===== src/rtl/sprite_palette_encoder.sv =====
// Encodes a streamed 21x21 RGB sprite into 4-bit palette indices held in an internal index memory.
// Define SPRITE_NEAREST_EN to map unmatched colours to the nearest palette entry instead of 0.
module sprite_palette_encoder #(
  parameter int unsigned PIX_COUNT = 441,
  parameter int unsigned ADDR_W    = 9,
  parameter int unsigned PAL_SIZE  = 7
) (
  input  logic              Clk,
  input  logic              Reset_n,
  input  logic              start,
  input  logic              pix_valid,
  output logic              pix_ready,
  input  logic [23:0]       pix_color,
  input  logic [ADDR_W-1:0] read_address,
  output logic [3:0]        read_index,
  output logic              busy,
  output logic              done,
  output logic              miss_flag,
  output logic [ADDR_W-1:0] miss_count
);

  typedef enum logic [1:0] {StIdle, StLoad, StDrain, StDone} state_e;

  localparam logic [23:0] Palette [7] = '{
    24'h800080, 24'hF83800, 24'hEA9A30, 24'hEF9D34, 24'h227DBB, 24'hFFA440, 24'hAC7C00
  };
  localparam logic [ADDR_W-1:0] LastAddr = ADDR_W'(PIX_COUNT - 1);

  state_e            state_q, state_d;
  logic [ADDR_W-1:0] wr_ptr_q, wr_ptr_d;
  logic [ADDR_W-1:0] miss_count_q, miss_count_d;
  logic              miss_flag_q, miss_flag_d;
  logic              wr_en_q;
  logic [ADDR_W-1:0] wr_addr_q;
  logic [3:0]        wr_idx_q;
  logic [3:0]        rd_q;
  logic [3:0]        mem [PIX_COUNT];

  logic       exact_hit;
  logic [3:0] exact_idx;
  logic [3:0] enc_idx;
  logic       accept;

  // Scan downwards so the lowest matching index is the one left standing.
  always_comb begin
    exact_hit = 1'b0;
    exact_idx = '0;
    for (int i = int'(PAL_SIZE) - 1; i >= 0; i--) begin
      if (pix_color == Palette[i]) begin
        exact_hit = 1'b1;
        exact_idx = 4'(i);
      end
    end
  end

`ifdef SPRITE_NEAREST_EN
  function automatic logic [9:0] rgb_dist(input logic [23:0] a, input logic [23:0] b);
    logic [7:0] dr, dg, db;
    dr = (a[23:16] > b[23:16]) ? a[23:16] - b[23:16] : b[23:16] - a[23:16];
    dg = (a[15:8] > b[15:8]) ? a[15:8] - b[15:8] : b[15:8] - a[15:8];
    db = (a[7:0] > b[7:0]) ? a[7:0] - b[7:0] : b[7:0] - a[7:0];
    return {2'b00, dr} + {2'b00, dg} + {2'b00, db};
  endfunction

  logic [3:0] near_idx;
  logic [9:0] near_dist;
  logic [9:0] cand_dist;

  // Strict less-than keeps the lowest index on ties.
  always_comb begin
    cand_dist = '0;
    near_idx  = '0;
    near_dist = rgb_dist(pix_color, Palette[0]);
    for (int i = 1; i < int'(PAL_SIZE); i++) begin
      cand_dist = rgb_dist(pix_color, Palette[i]);
      if (cand_dist < near_dist) begin
        near_dist = cand_dist;
        near_idx  = 4'(i);
      end
    end
  end

  assign enc_idx = exact_hit ? exact_idx : near_idx;
`else
  assign enc_idx = exact_idx;
`endif

  assign accept = pix_valid & pix_ready;

  always_comb begin
    state_d      = state_q;
    wr_ptr_d     = wr_ptr_q;
    miss_count_d = miss_count_q;
    miss_flag_d  = miss_flag_q;
    pix_ready    = 1'b0;
    busy         = 1'b0;
    done         = 1'b0;
    case (state_q)
      StIdle, StDone: begin
        done = (state_q == StDone);
        if (start) begin
          state_d      = StLoad;
          wr_ptr_d     = '0;
          miss_count_d = '0;
          miss_flag_d  = 1'b0;
        end
      end
      StLoad: begin
        pix_ready = 1'b1;
        busy      = 1'b1;
        if (pix_valid) begin
          wr_ptr_d = wr_ptr_q + ADDR_W'(1);
          if (!exact_hit) begin
            miss_flag_d  = 1'b1;
            miss_count_d = miss_count_q + ADDR_W'(1);
          end
          if (wr_ptr_q == LastAddr) state_d = StDrain;
        end
      end
      StDrain: begin
        busy    = 1'b1;
        state_d = StDone;
      end
      default: state_d = StIdle;
    endcase
  end

  always_ff @(posedge Clk or negedge Reset_n) begin
    if (!Reset_n) begin
      state_q      <= StIdle;
      wr_ptr_q     <= '0;
      miss_count_q <= '0;
      miss_flag_q  <= 1'b0;
      wr_en_q      <= 1'b0;
      wr_addr_q    <= '0;
      wr_idx_q     <= '0;
      rd_q         <= '0;
    end else begin
      state_q      <= state_d;
      wr_ptr_q     <= wr_ptr_d;
      miss_count_q <= miss_count_d;
      miss_flag_q  <= miss_flag_d;
      wr_en_q      <= accept;
      if (accept) begin
        wr_addr_q <= wr_ptr_q;
        wr_idx_q  <= enc_idx;
      end
      // Same-cycle write to this address lands after the read, so old data is returned.
      rd_q <= (read_address <= LastAddr) ? mem[read_address] : '0;
    end
  end

  always_ff @(posedge Clk) begin
    if (wr_en_q) mem[wr_addr_q] <= wr_idx_q;
  end

  assign read_index = rd_q;
  assign miss_flag  = miss_flag_q;
  assign miss_count = miss_count_q;

endmodule


===== config.mk =====
export PLATFORM = sky130hd
export DESIGN_NAME = sprite_palette_encoder
export DESIGN_NICKNAME = d
export VERILOG_FILES = /design/src/rtl/sprite_palette_encoder.sv
export SDC_FILE = /design/constraint.sdc
export NUM_CORES = 1
export LEC_CHECK = 0
export BUFFER_PORTS_ARGS = -buffer_cell sky130_fd_sc_hd__buf_2
export CORE_MARGIN = 5
export CORE_UTILIZATION = 47
export CTS_CLUSTER_SIZE = 10
export DETAILED_ROUTE_END_ITERATION = 10
export GPL_TIMING_DRIVEN = 0
export SLEW_MARGIN = 10
export SYNTH_ARGS = -nofsm -noshare
export SYNTH_HDL_FRONTEND = slang
export SYNTH_SLANG_ARGS = --single-unit

===== constraint.sdc =====
create_clock -name Clk -period 13.64 [get_ports Clk]
set_input_delay 0.682 -clock Clk [delete_from_list [all_inputs] [get_ports Clk]]
set_output_delay 0.682 -clock Clk [all_outputs]
set_load 0.005 [all_outputs]

Yosys cells after proc, flatten, opt, wreduce, memory -nomap -nowiden:

Memories as Yosys holds them, arrays and structs flattened.
Cells that the tools add are included.

* bits in registers: 39
* RAM bits: 1764
* output and inout bits: 17
* word-level logic and storage cells: 69
* memories kept: 1

* $add $sub $neg: 2
* magnitude comparators: 1
* eq/ne operators: 15
* multiplexer cells: 34
* bitwise gates (word level): 1
* reductions and logical operators: 7

Memories
* mem: depth 441, width 4, read ports 1, clocked after memory_dff 0, write ports 1, RTL line 37 `logic [3:0] mem [PIX_COUNT];`

Operator list (count)
* $eq 24x24->1 const B: 6
* $mux 9: 4
* $pmux 9 s2: 2
* $mux 4: 7
* $eq 24x22->1 const B: 1
* $add 9x1->9 const B: 2
* $mux 1: 15
* $eq 9x9->1 const B: 1
* $le 9x9->1 const B: 1
* $ne 2x2->1 const B: 4
* $mux 2: 3
* $pmux 2 s3: 1
* $reduce_and 3->1: 2
* $eq 2x2->1 const B: 2
* $reduce_and 4->1: 1
* $reduce_or 2->1: 2
* $mux 3: 1
* $eq 2x1->1 const B: 1
* $logic_not 2->1: 1
* $pmux 1 s2: 1
* $reduce_bool 2->1: 1
* $and 1x1->1: 1

Depth between registers and ports, before layout:

* depth after elaboration: 11
* gate-level depth with buffers: 12
* gate-level depth less buffers: 9

Worst setup path before layout:

OpenSTA, ideal clock, no wires.

* path type: flip-flop to flip-flop
* start point: reg wr_idx_q[0]
* end point: mem mem[0][0] (data pin)
* library setup time: 1.238 ns
* arrival time: 5.266 ns
* setup slack: 7.137 ns
* cell stages (with the launch flop): 1
* buffers on the path: 0
* clock period less this slack: 6.503 ns
* cells stage by stage: dfrtp_1

RTL lines
* from (decl): RTL line 35 `logic [3:0] wr_idx_q;`
* from (signal assigned): RTL line 146 `wr_idx_q <= enc_idx;`
* to (decl): RTL line 37

Straight into the memory's write port.

Worst setup path after layout:

* start point: in read_address[2]
* end point: reg rd_q[2], in the netlist read_index[2]

* longest elaborated chain between the ends: 2
* elaborated cells on any way between the ends: 3
* classes of those cells: order compare: 1; mux: 1; memory: 1

RTL lines
* from (decl): RTL line 14 `input logic [ADDR_W-1:0] read_address,`
* $mem_v2 441x4 / $le 9x9->1 (equally long branches)
* $mux 4 *: RTL line 149 `rd_q <= (read_address <= LastAddr) ? mem[read_address] : '0;`
* to (signal assigned): RTL line 149
* to (decl): RTL line 36 `logic [3:0] rd_q;`

Mark *: on every way between the ends. The rest lies on a longest branch, timed or not.
A chain may end at the register's enable or synchronous reset.

==> impl_metrics.csv <==
group,metric,value,unit
clock_tree,clk_latency,750,ps
clock_tree,cts_sinks,1360,
power,irDropWorstVdd,0.1162,mV
synth,synthArstFlopShare,2.721,%
timing,fin_crit,6294,ps
timing,slew_violations,29,
timing,rsz0062_at_grt,"false",
clock_tree,cts_setup_buffers,0,
floorplanning,dieArea,123600,um2
synth,ys.flop_type,"edfxtp_1",
timing,finalClockSkew,24.02,ps
setup_path,critPathKind,"in2reg",
clock_tree,cts_tree,"yes",
global_routing,overflow,0,
finish,fin_util,53.41,%
setup_path,path_common_cell,"buf_2",
synth,synth_area_per_cell,18.23,um2
setup_path,cp_max_fo,10,
synth,netlist_area,54820,um2
drt,drt_iter0_drc,5899,
timing,finalHoldViolations,0,
synth,yosysWarnings,0,
drt,wl_per_cell,40.45,um
finish,regArea,40670,um2
clock_tree,cts_resized,0,
floorplanning,start_util,47.24,%
setup_path,required,14220,ps
synth,synthCells,3007,
floorplanning,io_pins,54,
floorplanning,dieHeight,351.5,um
job,cap_viol_max_count,3,
finish,nets,3286,
finish,multi_input_area,13290,um2
drt,via_per_inst,6.804,
floorplanning,dieWidth,351.5,um
placement,gp_congestion,0.9593,
setup_path,crit_path_top_delay_cell,"clkbuf_1",
synth,synth_edf_count,1323,
power,p_switching,2255,uW
clock_tree,cts-hold-fix-buffers,0,
timing,setup_viol,0,
clock_tree,cts_buffers,157,
setup_path,crit_chain,"buf_2 > buf_1 > buf_2 > buf_2 > clkbuf_1 > clkbuf_1 > o311a_1 > o311ai_0 > nand3_1 > nand3_1 > a21oi_1",
synth,synthesis.nets,3050,
power,pwr-share-clk,40.0,%
timing,worst_pin_slew,1526,ps
clock_tree,cts_max_level,4,
clock_tree,clkSlewWorstSetupHoldPaths,60,ps
placement,dp_hpwl,126500,um
power,power_frac_seq,51.4,%
drt,first_pass_iters,6,
power,power.internal,7063,uW
run_status,violations,"max-capacitance violations, max-slew violations",
setup_path,critPathMaxStageDelay,990,ps
power,comb_power_share,8.5,%
global_routing,grt_pass1_vias,32220,
global_routing,track_usage,31.66,%
floorplanning,rows,125,
power,power_density,150.3,nW/um2
power,leakage,0.01957,uW
timing,max-slew-margin-rel,-1.914,%
drt,finalWirelength,195100,um
timing,fmax,0.1589,GHz
synth,synth-seq-cells,1360,
floorplanning,coreArea,116000,um2
drt,vias,32810,
finish,fill_cells,9165,
finish,syn2layout_area_growth,13.07,%
global_routing,antenna_found_initial,9,
timing,finalSetupTns,0,ps
run_status,run_status,"complete, but fails checks",
placement,portBuffers,48,
clock_tree,clk_path_buf_depth,3,
setup_path,crit_arrival,6870,ps
clock_tree,cts_root_buf,"clkbuf_16",
power,swShare,24.20,%
setup_path,end_kind,"flop",
timing,layout_setup_ws,7346,ps
global_routing,grt_pass1_wl,264500,um
global_routing,grt_max_degree,93,
setup_path,critPathLaunchType,"input pin",
drt,antenna_left,0,
synth,yosys.cell_types.count,70,
synth,yosysSeqAreaShare,74.16,%
hold_path,worstHoldPathType,"in2async",
placement,place_ws,6888,ps
power,power,9318,uW
timing,period_share,46.14,%
drt,drcViolationCount,0,
finish,drive_above_1_share,21.26,%
## power groups by stage
| stage | registers (uW) | logic (uW) | clock network [uW] |
|---|---|---|---|
| 6_report | 4790 | 796 | 3730 |
| 5_1_grt | 4790 | 816 | 3900 |
| 4_1_cts | 4790 | 777 | 3730 |
| 3_5_place_dp | 4880 | 776 | 0 |
| 3_3_place_gp | 5210 | 538 | 0 |
| 2_1_floorplan | 5040 | 271 | 0 |
## worst max-delay path, delay by kind of cell
| family | cells | cell delay (ps) |
|---|---|---|
| simple gates | 2 | 470 |
| compound gates | 3 | 1150 |
| buf+inv | 6 | 4520 |
## state kept, by name (all words and copies together), names as in the netlist
signal,flops
mem,1323
miss_count,9
wr_addr_q,9
wr_ptr_q,9
read_index,3
wr_idx_q,3
state_q,2
miss_flag,1
wr_en_q,1
## cells by family (layout without fill, tap and decap cells)
family,after synthesis,after routing,synth area share [%]
AO/OA/AOI/OAI,222,222,2.894
XOR/XNOR,5,5,0.07990
adder cells (fa/ha/maj),6,6,0.1369
buffers and inverters,210,496,1.659
flip-flops,1360,1360,74.16
multiplexers,426,426,15.05
other,1,7,0.006841
AND/OR/NAND/NOR,777,777,6.010
## layer usage
layer / GRT usage, % / vias to the layer above / wire (um) / share of wire, %
li1: - / 12470 / - / -
met1: 42.18 / 17090 / 69740 / 36
met2: 46.94 / 2714 / 86110 / 44
met3: 10.79 / 538 / 27390 / 14
met4: 15.80 / 4 / 11850 / 6.1
met5: 0 / - / 25 / 0.013
## placed cells by master (no fill, tap or decap), types with 9 or more instances in the layout
cell	n
a2111oi_0	13
a21oi_1	27
a221o_1	10
a221oi_1	17
a22o_1	9
a22oi_1	32
a31oi_1	11
and3_1	12
buf_16	14
buf_2	114
buf_4	16
clkbuf_1	115
clkbuf_16	160
clkbuf_2	21
dfrtp_1	34
edfxtp_1	1323
inv_1	15
mux2i_1	102
mux4_2	318
nand2_1	140
nand2b_1	10
nand3_1	31
nor2_1	481
nor2b_1	21
nor3_1	15
nor4_1	13
o21ai_0	43
## through the flow
stage / std cells / hold slack, ps / area (um2)
after global routing: 4817 / 116.3 / 61970
after floorplan: 3007 / 386.4 / 54820
after global placement: 4579 / 457.3 / 56960
final: 4823 / 59.88 / 61980
after detailed placement: 4607 / 481.6 / 57620
after CTS: 4816 / 68.52 / 61950
## area by class of cell
cell class                 count  area share [%]
sequential                  1360           65.61
multi-input combinational   1437           21.43
clock buffer                 191           6.664
tap                         1524           3.076
buffer                       190           1.415
timing repair buffer          77           1.338
clock inverter                18          0.3169
inverter                      20          0.1211
antenna                        6         0.02422
## Yosys cell counts (all sizes together), types with 15 or more instances
| master | instances | area [um2] |
|---|---|---|
| nand2 | 140 | 525.5 |
| nor2b | 23 | 143.9 |
| mux2i | 102 | 1021 |
| nand3 | 31 | 155.2 |
| mux4 | 318 | 7162 |
| a21oi | 27 | 135.1 |
| dfrtp | 37 | 925.9 |
| clkbuf | 106 | 397.9 |
| a22oi | 32 | 240.2 |
| nor2 | 485 | 1821 |
| a221oi | 17 | 148.9 |
| edfxtp | 1323 | 39730 |
| nor3 | 15 | 75.07 |
| buf | 84 | 436.7 |
| o21ai | 44 | 220.2 |
| inv | 18 | 67.56 |
## path summary, 6_finish.rpt
path	start	end	slack [ps]	depth (start not counted)
setup / recovery	read_address[2]	read_index[2]	7350	11
hold / removal	Reset_n	miss_count[1]	60	1
setup reg to reg	wr_addr_q[3]	mem[147][2]	10130	4
hold reg to reg	miss_flag	miss_flag	490	1
max in group asynchronous	Reset_n	wr_idx_q[2]	12920	1
min in group Clk	start	wr_ptr_q[1]	250	3
No activity file was read; power rests on OpenSTA's default activity.
